### config.mk
export PLATFORM = sky130hd
export DESIGN_NAME = euler_step_driver
export DESIGN_NICKNAME = d
export VERILOG_FILES = /design/src/rtl/euler_step_driver.sv
export SDC_FILE = /design/constraint.sdc
export NUM_CORES = 1
export LEC_CHECK = 0
export ABC_AREA = 1
export CAP_MARGIN = 0
export CORE_MARGIN = 1
export CORE_UTILIZATION = 23
export CTS_BUF_LIST = sky130_fd_sc_hd__clkbuf_4 sky130_fd_sc_hd__clkbuf_8 sky130_fd_sc_hd__clkbuf_16
export CTS_CLUSTER_DIAMETER = 40
export CTS_CLUSTER_SIZE = 30
export DETAILED_ROUTE_END_ITERATION = 12
export SETUP_SLACK_MARGIN = 0.05
export SLEW_MARGIN = 15
export SYNTH_ARGS = -nofsm -noshare
export SYNTH_HDL_FRONTEND = slang
export SYNTH_SLANG_ARGS = --single-unit
export TNS_END_PERCENT = 10
### constraint.sdc
create_clock -name clk -period 3.11 [get_ports clk]
set_input_delay 0.933 -clock clk [delete_from_list [all_inputs] [get_ports clk]]
set_output_delay 0.933 -clock clk [all_outputs]
set_load 0.02 [all_outputs]
### src/rtl/euler_step_driver.sv
// ============================================================================
// Module      : euler_step_driver
// Description : Host-side sequencer that repeats Euler steps on the step
//               engine until simulated time reaches t_end. Optional
//               step-halving retry on engine error via macro STEP_HALVE_EN.
// Revision    : 1.0 - initial release
// ============================================================================
`default_nettype none

module euler_step_driver #(
    parameter int DATA_SIZE = 16,
    parameter int CNT_SIZE  = 16,
    parameter int TIMEOUT   = 1024,
    parameter int MAX_RETRY = 4
) (
    input  logic                 clk,
    input  logic                 rst,
    input  logic                 go,
    input  logic [DATA_SIZE-1:0] t_end,
    input  logic [DATA_SIZE-1:0] h_init,
    output logic                 start,
    output logic [DATA_SIZE-1:0] h_step,
    input  logic                 finish,
    input  logic                 error,
    output logic                 busy,
    output logic                 done,
    output logic                 fail,
    output logic [1:0]           fail_code,
    output logic [DATA_SIZE-1:0] t_now,
    output logic [CNT_SIZE-1:0]  step_count
);

    localparam int TMO_W = (TIMEOUT > 1) ? $clog2(TIMEOUT + 1) : 1;

    localparam logic [2:0] S_IDLE   = 3'd0;
    localparam logic [2:0] S_ISSUE  = 3'd1;
    localparam logic [2:0] S_DRAIN  = 3'd2;
    localparam logic [2:0] S_WAIT   = 3'd3;
    localparam logic [2:0] S_UPDATE = 3'd4;
    localparam logic [2:0] S_DONE   = 3'd5;
    localparam logic [2:0] S_FAIL   = 3'd6;

    localparam logic [1:0] FC_ERROR     = 2'd1;
    localparam logic [1:0] FC_TIMEOUT   = 2'd2;
    localparam logic [1:0] FC_UNDERFLOW = 2'd3;

    logic [2:0]           r_state;
    logic [DATA_SIZE-1:0] r_t_end;
    logic [TMO_W-1:0]     r_tmo;

    logic [DATA_SIZE:0]   w_sum;
    logic [DATA_SIZE-1:0] w_t_next;
    logic                 w_tmo_hit;

    // Saturating time accumulation: a carry out clamps to all-ones.
    assign w_sum     = {1'b0, t_now} + {1'b0, h_step};
    assign w_t_next  = w_sum[DATA_SIZE] ? {DATA_SIZE{1'b1}} : w_sum[DATA_SIZE-1:0];
    assign w_tmo_hit = (r_tmo == TMO_W'(TIMEOUT - 1));

`ifdef STEP_HALVE_EN
    localparam int RTY_W = (MAX_RETRY > 0) ? $clog2(MAX_RETRY + 1) : 1;

    logic [RTY_W-1:0]     r_retry;
    logic [DATA_SIZE-1:0] w_h_half;
    logic                 w_can_retry;

    assign w_h_half    = h_step >> 1;
    assign w_can_retry = (r_retry < RTY_W'(MAX_RETRY)) && (w_h_half != '0);
`else
    logic w_unused_cfg;
    assign w_unused_cfg = (MAX_RETRY > 0);
`endif

    always_ff @(posedge clk) begin
        if (rst) begin
            r_state    <= S_IDLE;
            r_t_end    <= '0;
            r_tmo      <= '0;
            start      <= 1'b0;
            h_step     <= '0;
            busy       <= 1'b0;
            done       <= 1'b0;
            fail       <= 1'b0;
            fail_code  <= '0;
            t_now      <= '0;
            step_count <= '0;
`ifdef STEP_HALVE_EN
            r_retry    <= '0;
`endif
        end else begin
            case (r_state)
                S_IDLE, S_DONE, S_FAIL: begin
                    if (go) begin
                        r_t_end    <= t_end;
                        h_step     <= h_init;
                        t_now      <= '0;
                        step_count <= '0;
                        fail_code  <= '0;
                        done       <= 1'b0;
                        fail       <= 1'b0;
`ifdef STEP_HALVE_EN
                        r_retry    <= '0;
`endif
                        if (t_end == '0) begin
                            r_state <= S_DONE;
                            done    <= 1'b1;
                            busy    <= 1'b0;
                        end else begin
                            r_state <= S_ISSUE;
                            start   <= 1'b1;
                            busy    <= 1'b1;
                        end
                    end
                end

                S_ISSUE: begin
                    start   <= 1'b0;
                    r_tmo   <= '0;
                    r_state <= S_DRAIN;
                end

                // Flush the finish level left over from the previous step.
                S_DRAIN: begin
                    r_tmo <= r_tmo + 1'b1;
                    if (w_tmo_hit) begin
                        r_state   <= S_FAIL;
                        fail      <= 1'b1;
                        fail_code <= FC_TIMEOUT;
                        busy      <= 1'b0;
                    end else if (!finish) begin
                        r_state <= S_WAIT;
                    end
                end

                S_WAIT: begin
                    r_tmo <= r_tmo + 1'b1;
                    if (finish) begin
                        if (!error) begin
                            r_state <= S_UPDATE;
                        end else begin
`ifdef STEP_HALVE_EN
                            if (w_can_retry) begin
                                h_step  <= w_h_half;
                                r_retry <= r_retry + 1'b1;
                                r_state <= S_ISSUE;
                                start   <= 1'b1;
                            end else begin
                                r_state   <= S_FAIL;
                                fail      <= 1'b1;
                                busy      <= 1'b0;
                                fail_code <= (w_h_half == '0) ? FC_UNDERFLOW : FC_ERROR;
                            end
`else
                            r_state   <= S_FAIL;
                            fail      <= 1'b1;
                            busy      <= 1'b0;
                            fail_code <= FC_ERROR;
`endif
                        end
                    end else if (w_tmo_hit) begin
                        r_state   <= S_FAIL;
                        fail      <= 1'b1;
                        fail_code <= FC_TIMEOUT;
                        busy      <= 1'b0;
                    end
                end

                S_UPDATE: begin
                    t_now <= w_t_next;
                    if (step_count != {CNT_SIZE{1'b1}}) begin
                        step_count <= step_count + 1'b1;
                    end
`ifdef STEP_HALVE_EN
                    r_retry <= '0;
`endif
                    if (w_t_next >= r_t_end) begin
                        r_state <= S_DONE;
                        done    <= 1'b1;
                        busy    <= 1'b0;
                    end else begin
                        r_state <= S_ISSUE;
                        start   <= 1'b1;
                    end
                end

                default: begin
                    r_state <= S_IDLE;
                    start   <= 1'b0;
                    busy    <= 1'b0;
                end
            endcase
        end
    end

endmodule

`default_nettype wire

# ---- Word-level counts from Yosys, hierarchy flattened
# Cells that the tools add are included.
dict set report op_classes {
  add_sub_neg 3
  magnitude_cmp 1
  n_mux 40
  n_eq_ne 16
  n_reduce_logical 15
  bitwise 2
}
# cell count
set op_table {}
lappend op_table {{$pmux 16 s2} 2}
lappend op_table {{$mux 16} 3}
lappend op_table {{$pmux 11 s2} 1}
lappend op_table {{$mux 3} 7}
lappend op_table {{$add 16x16->17} 1}
lappend op_table {{$add 16x1->16 const B} 1}
lappend op_table {{$ge 16x16->1} 1}
lappend op_table {{$logic_not 16->1} 1}
lappend op_table {{$mux 1} 16}
lappend op_table {{$ne 16x16->1 const B} 1}
lappend op_table {{$pmux 3 s5} 1}
lappend op_table {{$reduce_and 3->1} 4}
lappend op_table {{$add 11x1->11 const B} 1}
lappend op_table {{$eq 11x10->1 const B} 1}
lappend op_table {{$mux 2} 5}
lappend op_table {{$ne 2x2->1 const B} 5}
lappend op_table {{$eq 3x3->1 const B} 3}
lappend op_table {{$ne 3x3->1 const B} 3}
lappend op_table {{$reduce_and 4->1} 2}
lappend op_table {{$eq 3x2->1 const B} 2}
lappend op_table {{$pmux 1 s3} 2}
lappend op_table {{$pmux 2 s3} 1}
lappend op_table {{$pmux 1 s5} 1}
lappend op_table {{$reduce_and 2->1} 2}
lappend op_table {{other kinds (8)} 10}
dict set report totals {
  regBits 84
  inputBits 37
  word_cells 88
}

# ---- Longest topological paths before layout
dict set report depth {
  depth_word 5
  depth_mapped 25
}

# ---- Least setup slack after synthesis
# Ideal clock, no wire load.
dict set report synth_path {
  path_type {reg2reg}
  from {reg h_step[0]}
  to {reg start}
  path_stages_with_launch 24
  setup_slack_ns 0.150
  t_arrival_ns 2.828
  cell_sequence {dfxtp_1 -> ha_1 -> fa_1 -> nand2_1 -> nand2_1 -> nand3_1 -> nand2_1 -> nand2_1 -> nand3_1 -> buf_2 -> or2_2 -> ha_1 -> nand2_1 -> nand2_1 -> nand2_1 -> nand2_1 -> nor2_1 -> nand2_1 -> nand2_1 -> nand2_1 -> nand2_1 -> nand2_1 -> nand2_1 -> a21oi_1}
}
dict set report synth_via {
  elab_chain_cells 5
}
# item line_no
set synth_rtl {}
lappend synth_rtl {{start, declared} 22} ;# output logic [DATA_SIZE-1:0] h_step,
lappend synth_rtl {{start signal, assigned} 95} ;# h_step <= h_init;
lappend synth_rtl {{$add 16x16->17} 56} ;# assign w_sum = {1'b0, t_now} + {1'b0, h_step};
lappend synth_rtl {{$mux 16} 57} ;# assign w_t_next = w_sum[DATA_SIZE] ? {DATA_SIZE{1'b1}} : w_sum[DATA_SIZE-1:0];
lappend synth_rtl {{$ge 16x16->1} 176} ;# if (w_t_next >= r_t_end) begin
lappend synth_rtl {{$ne 2x2->1 (no line)} n/a}
lappend synth_rtl {{$reduce_and 4->1 (no line)} n/a}
lappend synth_rtl {{end signal, assigned} 79} ;# start <= 1'b0;
lappend synth_rtl {{end signal, assigned} 182} ;# start <= 1'b1;
lappend synth_rtl {{end signal, assigned} 188} ;# start <= 1'b0;
lappend synth_rtl {{end, declared} 21} ;# output logic start,
# Every way passes these cells.
# A chain may end at the register's enable or synchronous reset.

# ---- Final worst setup path
dict set report layout_path {
  from {reg h_step[14]}
  to {reg start}
}
# Same word-level chain as after synthesis.

==> results.py <==
metrics = {
    "sta": {
        "max_freq_ghz": 0.3491,
        "max-slew-margin-rel_pct": 62.35,
        "grt_setup_unrepaired": "no",
        "holdWs_ns": 0.4664,
        "setup_viol": 0,
        "post-route-period-util_pct": 92.10,
        "finalHoldViolCount": 0,
        "worst_clock_skew_ns": 0.01061,
        "setup_ws_ns": 0.2458,
        "maxSlewViolCount": 0,
        "setup_tns_ns": 0,
        "tightest_slew_ns": 0.5639,
        "fin_crit_ns": 2.864,
    },
    "synth": {
        "yosysWarnings": 0,
        "synth_seq_area_share_pct": 32.67,
        "netlist_instances": 788,
        "syn_avg_cell_area_um2": 6.532,
        "synth_area_um2": 5147,
        "ys_top_cells_by_area": "dfxtp_1 (33%), nand2_1 (15%), ha_1 (8.3%), a21oi_1 (7.3%), nor2_1 (7.2%)",
        "ys_seq_elements": 84,
        "synth_top_area_share_pct": 32.67,
        "yosysUniqueCellTypes": 36,
        "synth_edf_count": 0,
        "synth_top_cell_by_area": "dfxtp_1",
        "synthArstFlopShare_pct": 0,
        "syn_nets": 860,
        "synth_ff_type": "dfxtp_1",
    },
    "power_and_ir_drop": {
        "vdd_ir_drop_max_mv": 0.3780,
        "p_leak_uw": 0.002970,
        "power_density_nw_per_um2": 703.5,
    },
    "finish": {
        "insertedDiodeCount": 0,
        "area_growth_pct": 35.15,
        "fin_cells": 1175,
        "drive_above_1_share_pct": 10.50,
        "regArea_um2": 1685,
        "nNetsFinal": 962,
        "multi_input_area_um2": 3153,
        "n_fill_cell": 2420,
    },
    "place": {
        "routabilityCongestion": 0.8710,
        "pre_cts_slack_ns": -0.06232,
        "dp.cells": 1155,
        "dp_hpwl_mm": 11.58,
        "io_buffers": 90,
    },
    "clock_tree": {
        "cts_tree": "done",
        "h-tree-depth": 3,
        "cts_buffer_depth": 2,
        "clk_latency_ns": 0.35,
        "cts_buffers": 9,
        "clock_sinks": 84,
        "cts-root-buf": "clkbuf_16",
        "clkSlewWorstSetupHoldPaths_ns": 0.06,
    },
    "worst_setup_path": {
        "critPathCaptureType": "flip-flop",
        "path_class": "flip-flop to flip-flop",
        "cp-start-kind": "flip-flop",
        "path_max_fanout": 5,
        "cp.arrival_ns": 3.07,
        "critPathRequiredTime_ns": 3.32,
    },
    "grt": {
        "grt_pass1_wl_mm": 24.29,
        "gr-usage-met1_pct": 18.03,
        "globalRouteMet2Util_pct": 21.35,
        "grt_usage_pct": 13.60,
        "grt_antenna_before_repair": 1,
        "grt_pass1_vias": 4810,
        "gr-total-overflow": 0,
        "grt_max_degree": 38,
        "grt_use_met3_pct": 3.353,
        "grt_busiest_layer": "met2",
    },
    "floorplanning": {
        "die_height_um": 151.6,
        "die-area_um2": 22980,
        "die_x_um": 151.6,
        "row_count": 54,
        "initial_core_util_pct": 23.51,
        "io_pins": 91,
        "core_area_um2": 21890,
    },
    "route": {
        "wl_per_cell_um": 13.01,
        "final_antenna_net_count": 0,
        "vias": 5208,
        "drt-vias-per-instance": 4.432,
        "drtIter0Drc": 269,
        "drt-total-wl_mm": 15.28,
        "dr.pass1.iters": 4,
        "drcViolationCount": 0,
    },
    "flow_run": {
        "drv_cap": 0,
    },
    "status": {
        "status": "completed",
    },
    "min_path": {
        "hold_path_class": "flip-flop to flip-flop",
    },
}
## flip-flops by register name, summed over array words and instances, names as in the netlist
name        flops
h_step         16
r_t_end        16
step_count     16
t_now          16
r_tmo          11
r_state         3
fail_code       2
busy            1
done            1
fail            1
start           1
## synth_stat cells, types with 2 or more instances
cell	number
xor2_1	8
or2_2	9
o21a_1	2
clkbuf_1	9
o21ai_1	2
nand2_1	199
nor3b_1	4
dfxtp_1	84
o21ai_0	51
buf_2	4
buf_1	2
inv_1	93
buf_4	2
nor2_2	2
nand2_2	2
buf_6	3
a21oi_1	75
nor2_1	99
nand4_1	13
ha_1	34
nor3_1	16
nor2_4	3
nor2_8	2
nand3_1	47
inv_2	8
and2_1	2
and3_1	4
## cell type report
| type | count | share of cell area, % |
|---|---|---|
| tap | 280 | 5.036 |
| inverter | 101 | 5.450 |
| multi-input combinational | 584 | 45.32 |
| timing repair buffer | 110 | 15.34 |
| clock buffer | 10 | 3.345 |
| sequential | 84 | 24.23 |
| clock inverter | 6 | 1.277 |
## critical path, cell delays in order, from the launching register on
cell and delay [ns]:
dfxtp_1 0.33, ha_1 0.36, nand2_1 0.10, nor2_1 0.06, nor2_2 0.22, nand2_1 0.13, a21oi_4 0.15, buf_4 0.16
nand3_1 0.18, ha_4 0.28, a21oi_1 0.14, o21ai_1 0.10, a21oi_2 0.16, nand2_1 0.09, nand2_2 0.08, nand2_1 0.07
nand2_1 0.06, a21oi_1 0.05
## power breakdown
part / internal (uW) / leakage [uW] / total (uW) / switching [uW]
registers: 1270 / 0.000686 / 1430 / 153
logic: 858 / 0.00213 / 2290 / 1430
clock network: 713 / 0.000152 / 1180 / 468
total: 2840 / 0.00297 / 4890 / 2050
## kinds of logic after synthesis
| kind of cell | count (synthesis) | share of synthesized area [%] |
|---|---|---|
| compound gates | 133 | 13.20 |
| fa+ha+maj | 35 | 8.653 |
| buf+inv | 121 | 9.504 |
| simple gates | 406 | 34.44 |
| xor+xnor | 9 | 1.531 |
| flops | 84 | 32.67 |
## metrics by stage
stage	util, %	total power (uW)	cell area [um2]
2_1_floorplan	-	2953	5147
3_3_place_gp	29.37	3612	6429
3_5_place_dp	29.37	3623	6429
4_1_cts	30.90	4823	6765
5_1_grt	31.78	5295	6957
6_report	31.78	4894	6957
## cell usage in the layout, fill, tap and decap left out, types with 3 or more instances in the layout
master           Yosys  routed
nand2_2              2       7
a21oi_2              1       4
clkdlybuf4s50_1      0      90
nand3_2              0       3
o21ai_1              2       5
nand3_1             47      44
dfxtp_1             84      81
nand2_1            199     192
nor2_2               2       3
a21oi_1             75      71
or2_2                9       7
and3_1               4       3
inv_2                8       8
ha_1                34      27
nand4_1             13      13
nor2_1              99      98
xor2_1               8       8
ha_4                 0       6
nor3_1              16      15
nor2_4               3       3
clkbuf_16            0       9
nand2_4              1       3
o21ai_0             51      48
buf_4                2      18
inv_1               93      93
dfxtp_2              0       3
nor3b_1              4       4
## worst paths after layout
check | end | cells after the start | slack [ns] | start
max | start | 17 | 0.25 | h_step[14]
min | r_tmo[10] | 2 | 0.47 | r_tmo[10]
max reg2reg | start | 17 | 0.25 | h_step[14]
min reg2reg | r_tmo[10] | 2 | 0.47 | r_tmo[10]
## metal layers
metal | up-vias | share of wire, %
met2 | 109 | 44
met1 | 2318 | 50
li1 | 2752 | -
met4 | 2 | 2.1
met5 | - | 0.11
met3 | 27 | 4.5
## what timing repair did
action | CTS | global route
pin swaps | 0 | 8
endpoints found under the setup margin | 4 | 4
gates cloned | 0 | 2
resized for setup | 3 | 37
hold buffers | 0 | 0
setup buffers | 0 | 2
Power figures use the tool's default switching activity.
